`config.mk`:
```
export PLATFORM = sky130hd
export DESIGN_NAME = lsu_axi_master
export DESIGN_NICKNAME = d
export VERILOG_FILES = /design/src/rtl/lsu_axi_master.sv
export SDC_FILE = /design/constraint.sdc
export NUM_CORES = 1
export LEC_CHECK = 0
export ABC_AREA = 1
export CAP_MARGIN = 20
export CORE_ASPECT_RATIO = 0.75
export CORE_MARGIN = 2
export CORE_UTILIZATION = 30
export DETAILED_ROUTE_END_ITERATION = 8
export GPL_TIMING_DRIVEN = 0
export MAX_ROUTING_LAYER = met4
export PLACE_DENSITY = 0.55
export SKIP_CTS_REPAIR_TIMING = 1
export SLEW_MARGIN = 20
export SYNTH_ARGS = -nofsm -noshare
export SYNTH_HDL_FRONTEND = slang
export SYNTH_SLANG_ARGS = --single-unit
```
`constraint.sdc`:
```
create_clock -name clock -period 14 [get_ports clock]
set_input_delay 1.4 -clock clock [delete_from_list [all_inputs] [get_ports clock]]
set_output_delay 1.4 -clock clock [all_outputs]
set_load 0.03 [all_outputs]
```
`src/rtl/lsu_axi_master.sv`:
```
// ============================================================================
// Module  : lsu_axi_master
// Brief   : LSU-side data-bus initiator; one load/store at a time, with store
//           alignment, load extraction and misalignment/timeout errors.
// Revision: 1.0 - initial release
// ============================================================================
`default_nettype none

module lsu_axi_master #(
  parameter int ADDR_W  = 32,
  parameter int DATA_W  = 64,
  parameter int TIMEOUT = 255
) (
  input  logic              clock,
  input  logic              reset,
  input  logic              req_valid,
  output logic              req_ready,
  input  logic              req_write,
  input  logic [ADDR_W-1:0] req_addr,
  input  logic [1:0]        req_size,
  input  logic              req_unsigned,
  input  logic [DATA_W-1:0] req_wdata,
  output logic              resp_valid,
  output logic [DATA_W-1:0] resp_rdata,
  output logic              resp_err,
  output logic [ADDR_W-1:0] araddr,
  output logic              arvalid,
  input  logic              arready,
  input  logic [DATA_W-1:0] rdata,
  input  logic              rresp,
  input  logic              rvalid,
  output logic              rready,
  output logic [ADDR_W-1:0] awaddr,
  output logic              awvalid,
  input  logic              awready,
  output logic [DATA_W-1:0] wdata,
  output logic [7:0]        wstrb,
  output logic              wvalid,
  input  logic              wready,
  input  logic              bresp,
  input  logic              bvalid,
  output logic              bready
);

  typedef enum logic [2:0] {
    S_IDLE    = 3'd0,
    S_RD_ADDR = 3'd1,
    S_RD_WAIT = 3'd2,
    S_WR_SEND = 3'd3,
    S_WR_WAIT = 3'd4,
    S_RESP    = 3'd5
  } state_t;

  localparam int c_cnt_w = $clog2(TIMEOUT + 1) + 1;
  localparam logic [c_cnt_w-1:0] c_cnt_last = c_cnt_w'(TIMEOUT - 1);

  state_t              r_state, w_next;
  logic [2:0]          r_off;
  logic [1:0]          r_size;
  logic                r_unsigned;
  logic                r_aw_done, r_w_done;
  logic [c_cnt_w-1:0]  r_cnt;
  logic [DATA_W-1:0]   r_data;
  logic                r_err;
  logic [ADDR_W-1:0]   r_araddr, r_awaddr;
  logic [DATA_W-1:0]   r_wdata;
  logic [7:0]          r_wstrb;
  logic                r_resp_valid, r_resp_err;
  logic [DATA_W-1:0]   r_resp_rdata;

  logic                w_accept, w_misaligned, w_rd_done, w_wr_done, w_timeout;
  logic [7:0]          w_mask;
  logic [DATA_W-1:0]   w_shift, w_ld_data;
  logic                w_unused;

  // Write responses are signalled by the bresp pulse alone.
  assign w_unused = &{1'b0, bvalid};

  always_comb begin
    w_misaligned = 1'b0;
    w_mask       = 8'h01;
    case (req_size)
      2'd0: begin w_misaligned = 1'b0;             w_mask = 8'h01; end
      2'd1: begin w_misaligned = req_addr[0];      w_mask = 8'h03; end
      2'd2: begin w_misaligned = |req_addr[1:0];   w_mask = 8'h0F; end
      default: begin w_misaligned = |req_addr[2:0]; w_mask = 8'hFF; end
    endcase
  end

  always_comb begin
    w_shift   = rdata >> {r_off, 3'b000};
    w_ld_data = w_shift;
    case (r_size)
      2'd0: w_ld_data = {{(DATA_W-8){~r_unsigned & w_shift[7]}}, w_shift[7:0]};
      2'd1: w_ld_data = {{(DATA_W-16){~r_unsigned & w_shift[15]}}, w_shift[15:0]};
      2'd2: w_ld_data = {{(DATA_W-32){~r_unsigned & w_shift[31]}}, w_shift[31:0]};
      default: w_ld_data = w_shift;
    endcase
  end

  always_ff @(posedge clock or posedge reset) begin
    if (reset) r_state <= S_IDLE;
    else       r_state <= w_next;
  end

  always_comb begin
    w_next    = r_state;
    w_accept  = 1'b0;
    w_rd_done = 1'b0;
    w_wr_done = 1'b0;
    w_timeout = 1'b0;
    req_ready = 1'b0;
    arvalid   = 1'b0;
    rready    = 1'b0;
    awvalid   = 1'b0;
    wvalid    = 1'b0;
    bready    = 1'b0;
    case (r_state)
      S_IDLE: begin
        req_ready = 1'b1;
        if (req_valid) begin
          w_accept = 1'b1;
          if (w_misaligned)   w_next = S_RESP;
          else if (req_write) w_next = S_WR_SEND;
          else                w_next = S_RD_ADDR;
        end
      end
      S_RD_ADDR: begin
        arvalid = 1'b1;
        if (arready) w_next = S_RD_WAIT;
      end
      S_RD_WAIT: begin
        rready = 1'b1;
        // A completion in the final waiting cycle takes priority over timeout.
        if (rvalid && rresp) begin
          w_rd_done = 1'b1;
          w_next    = S_RESP;
        end else if (r_cnt == c_cnt_last) begin
          w_timeout = 1'b1;
          w_next    = S_RESP;
        end
      end
      S_WR_SEND: begin
        awvalid = ~r_aw_done;
        wvalid  = ~r_w_done;
        if ((r_aw_done || awready) && (r_w_done || wready)) w_next = S_WR_WAIT;
      end
      S_WR_WAIT: begin
        bready = 1'b1;
        if (bresp) begin
          w_wr_done = 1'b1;
          w_next    = S_RESP;
        end else if (r_cnt == c_cnt_last) begin
          w_timeout = 1'b1;
          w_next    = S_RESP;
        end
      end
      S_RESP:  w_next = S_IDLE;
      default: w_next = S_IDLE;
    endcase
  end

  always_ff @(posedge clock or posedge reset) begin
    if (reset) begin
      r_off        <= '0;
      r_size       <= '0;
      r_unsigned   <= 1'b0;
      r_aw_done    <= 1'b0;
      r_w_done     <= 1'b0;
      r_cnt        <= '0;
      r_data       <= '0;
      r_err        <= 1'b0;
      r_araddr     <= '0;
      r_awaddr     <= '0;
      r_wdata      <= '0;
      r_wstrb      <= '0;
      r_resp_valid <= 1'b0;
      r_resp_err   <= 1'b0;
      r_resp_rdata <= '0;
    end else begin
      if (w_accept) begin
        r_off      <= req_addr[2:0];
        r_size     <= req_size;
        r_unsigned <= req_unsigned;
        r_aw_done  <= 1'b0;
        r_w_done   <= 1'b0;
        r_data     <= '0;
        r_err      <= w_misaligned;
        if (!w_misaligned) begin
          if (req_write) begin
            r_awaddr <= {req_addr[ADDR_W-1:3], 3'b000};
            r_wdata  <= req_wdata << {req_addr[2:0], 3'b000};
            r_wstrb  <= w_mask << req_addr[2:0];
          end else begin
            r_araddr <= {req_addr[ADDR_W-1:3], 3'b000};
          end
        end
      end
      if (awvalid && awready) r_aw_done <= 1'b1;
      if (wvalid && wready)   r_w_done  <= 1'b1;

      if (r_state == S_RD_WAIT || r_state == S_WR_WAIT) r_cnt <= r_cnt + 1'b1;
      else                                              r_cnt <= '0;

      if (w_rd_done) begin
        r_data <= w_ld_data;
        r_err  <= 1'b0;
      end else if (w_wr_done) begin
        r_err  <= 1'b0;
      end else if (w_timeout) begin
        r_data <= '0;
        r_err  <= 1'b1;
      end

      // Response fields are forced to zero outside the pulse.
      r_resp_valid <= (r_state == S_RESP);
      r_resp_err   <= (r_state == S_RESP) ? r_err  : 1'b0;
      r_resp_rdata <= (r_state == S_RESP) ? r_data : '0;
    end
  end

  assign araddr     = r_araddr;
  assign awaddr     = r_awaddr;
  assign wdata      = r_wdata;
  assign wstrb      = r_wstrb;
  assign resp_valid = r_resp_valid;
  assign resp_err   = r_resp_err;
  assign resp_rdata = r_resp_rdata;

endmodule

`default_nettype wire
```
==> run summary <==
Setup WS post-layout = 10.38 ns
ANT nets after route = 0
slowest stage delay, CP = 0.70 ns
Clk Latency, worst-skew pair = 0.59 ns
final setup fails = 0
post-synthesis compound-gate area fraction = 14.2%
CTS tree = done
Least-Margin Pin Slew = 1.05 ns
CTS max path bufs = 3
fin cells = 2976
antenna violations before repair = 4
hold slack = 0.482 ns
global-route wire length before repair = 91700 um
fin area = 20100 um^2
H-tree depth = 1
Post-Place Worst Slack = 10.07 ns
worst-path fanout max = 5
worst-path cell chain = inv_1, nand3_1, nor2_1, clkdlybuf4s50_1
Num CTS Buffers = 31
HP Class = reg -> reg
ys async rst share = 100%
I/O pin cnt = 382
register bit total from synthesis = 281
CP max stage cell = clkdlybuf4s50_1
area of the multi-input gates = 6040 um^2
status = completed
power share of the sequential group = 29.7%
total track usage = 25.1%
vias in the first global route = 14500
Synth area leader = dfrtp_1
Clock transition at path regs = 0.06 ns
Mapped Area = 14300 um^2
Synth Area per Inst = 7.57 um^2
core area = 47300 um^2
share of cells above drive strength 1 = 8.06%
die area = 49600 um^2
Routed WL = 61800 um
XOR/XNOR Fraction of Synth Area = 0.0611%
post-synthesis simple-gate area fraction = 27.1%
EDFF count, synth = 0
grt total ovfl = 0
dpl cell area = 19000 um^2
adder-cell share of the synthesized area = 0.175%
initial core utilization = 30.3%
Comb power frac = 48.3%
Max Cap Violations = 0
Num Clock Sinks = 281
std cell rows = 69
First DRT Iteration DRCs = 1155
chip width = 256 um
Sum Neg Setup Slack = 0 ns
Synth Flop Type = dfrtp_1
Fillers = 4843
Cell variety after synth = 42
kind of critical path = reg -> out
Net Sw Power = 1.80 mW
Pwr Total = 4.10 mW
setup repair after global routing missed its margin = no
Clk pwr share = 22.0%
Leak = 9.38 nW
largest net degree at the start of global routing = 103
nets = 2484
clk_skew = 0.00874 ns
launching element type of the critical path = flip-flop
maximum operating frequency = 276 MHz
PwrDens = 204 nW/um^2
Net Sw Frac = 44.0%
crit path time final = 3.62 ns
post-DR vias/cell = 4.92
Int Pwr = 2.30 mW
drt pass-1 iters = 6
leading post-synthesis cells by cell area = dfrtp_1 49%, nand2_1 16%, o21ai_0 7.5%
Final Hold Viols = 0
Seq/Total Area, Yosys = 49.0%
most instantiated library cell after synthesis = nand2_1
Final Util = 42.5%
fin. max-slew vios = 0
Syn. warnings = 0
critical path arrival = 2.22 ns
largest family of logic cells by synthesized area = simple AND/OR/NAND/NOR gates
Post-DP HPWL = 48300 um
area grow syn2layout = 40.2%
Post-Synthesis Cells = 1895
Vias = 14600
Post-route DRC = 0
slew margin rel. = 29.8%
Final Cycle Share = 25.9%
Sequential cell area = 7030 um^2
post-synth top area share = 49.0%
I/O Buffers = 373
Die H = 193 um
IR drop worst, VDD = 137 uV
dpl cells = 2914
root buf cell = clkbuf_16
Worst setup EP type = output port
gpl congestion = 0.943
Avg WL per Cell = 20.8 um
WP data required = 12.60 ns
Post-synth top cells = 603 x nand2_1, 281 x dfrtp_1, 214 x o21ai_0, 147 x inv_1, 125 x nand3_1
mux cell area share after synthesis = 0.489%
[area by class of cell]
type / count / area share, %
plain buffers: 139 / 3.45
clock inverters: 14 / 1.01
repair buffers: 375 / 18.8
clock buffers: 44 / 4.65
diodes: 4 / 0.0498
well taps: 639 / 3.98
inverters: 157 / 2.98
flip-flops and latches: 281 / 35.0
multi-input cells: 1323 / 30.1
[worst paths after layout]
| kind | from | end | slack [ns] | cells past startpoint |
|---|---|---|---|---|
| max in group asynchronous | reset | resp_rdata[42] | 11.75 | 3 |
| min in group asynchronous | reset | wdata[20] | 1.26 | 2 |
| worst max register to register | r_off[2] | r_data[6] | 11.59 | 6 |
| worst min-delay path | wdata[52] | wdata[52] | 0.48 | 2 |
| worst max-delay path | r_state[2] | wvalid | 10.38 | 4 |
| worst min register to register | wdata[52] | wdata[52] | 0.48 | 2 |
[layer usage]
metal	GRT usage, %	routed length [um]
met5	-	0
met4	6.83	1670
met3	5.37	4640
met2	36.8	26800
met1	35.1	28700
[flip-flops by register name, indices dropped and copies added (netlist names)]
name	cells
awaddr	29
r_aw_done	1
r_size	2
resp_valid	1
r_cnt	9
wstrb	8
resp_err	1
r_err	1
r_off	3
wdata	64
r_data	64
r_unsigned	1
r_w_done	1
r_state	3
araddr	29
resp_rdata	64
[worst max-delay path, delay by kind of cell, from the launching register on]
kind / cells / cell delay [ns]
and+or+nand+nor: 2 / 0.38
buffers and inverters: 2 / 0.82
DFF: 1 / 0.44
[layout by cell type (no fill, tap or decap), types with 2 or more instances in the layout]
cell,instances
a21oi_1,54
a22o_1,2
a22oi_1,8
and2_1,2
buf_1,9
buf_16,2
buf_2,52
buf_4,18
buf_6,5
bufinv_16,4
clkbuf_1,56
clkbuf_16,31
clkbuf_8,11
clkdlybuf4s50_1,373
clkinv_2,4
clkinv_4,3
conb_1,6
dfrtp_1,281
diode_2,4
ha_1,2
inv_1,146
inv_2,9
mux2i_1,7
nand2_1,603
nand2_2,4
nand3_1,125
nand3_2,2
nand4_1,37
nor2_1,104
nor2_2,3
nor2_4,3
nor3_1,10
o211ai_1,26
o21ai_0,214
o21ai_1,65
o22ai_1,8
or2_2,27
[power groups by stage]
stage / clock network (mW) / logic, mW / registers, mW
finish: 0.902 / 1.98 / 1.22
global route: 0.958 / 2.14 / 1.25
CTS: 0.925 / 1.97 / 1.22
detailed placement: 0 / 1.96 / 1.23
global placement: 0 / 1.96 / 1.23
floorplan: 0 / 0.827 / 1.54
[cells by family (layout without fill, tap and decap cells)]
family,count (synthesis),count (layout)
compound gates,383,383
xor+xnor,1,1
fa+ha+maj,2,2
buf+inv,296,729
flops,281,281
mux,7,7
other cells,1,10
simple gates,924,924
Power figures use the tool's default switching activity.
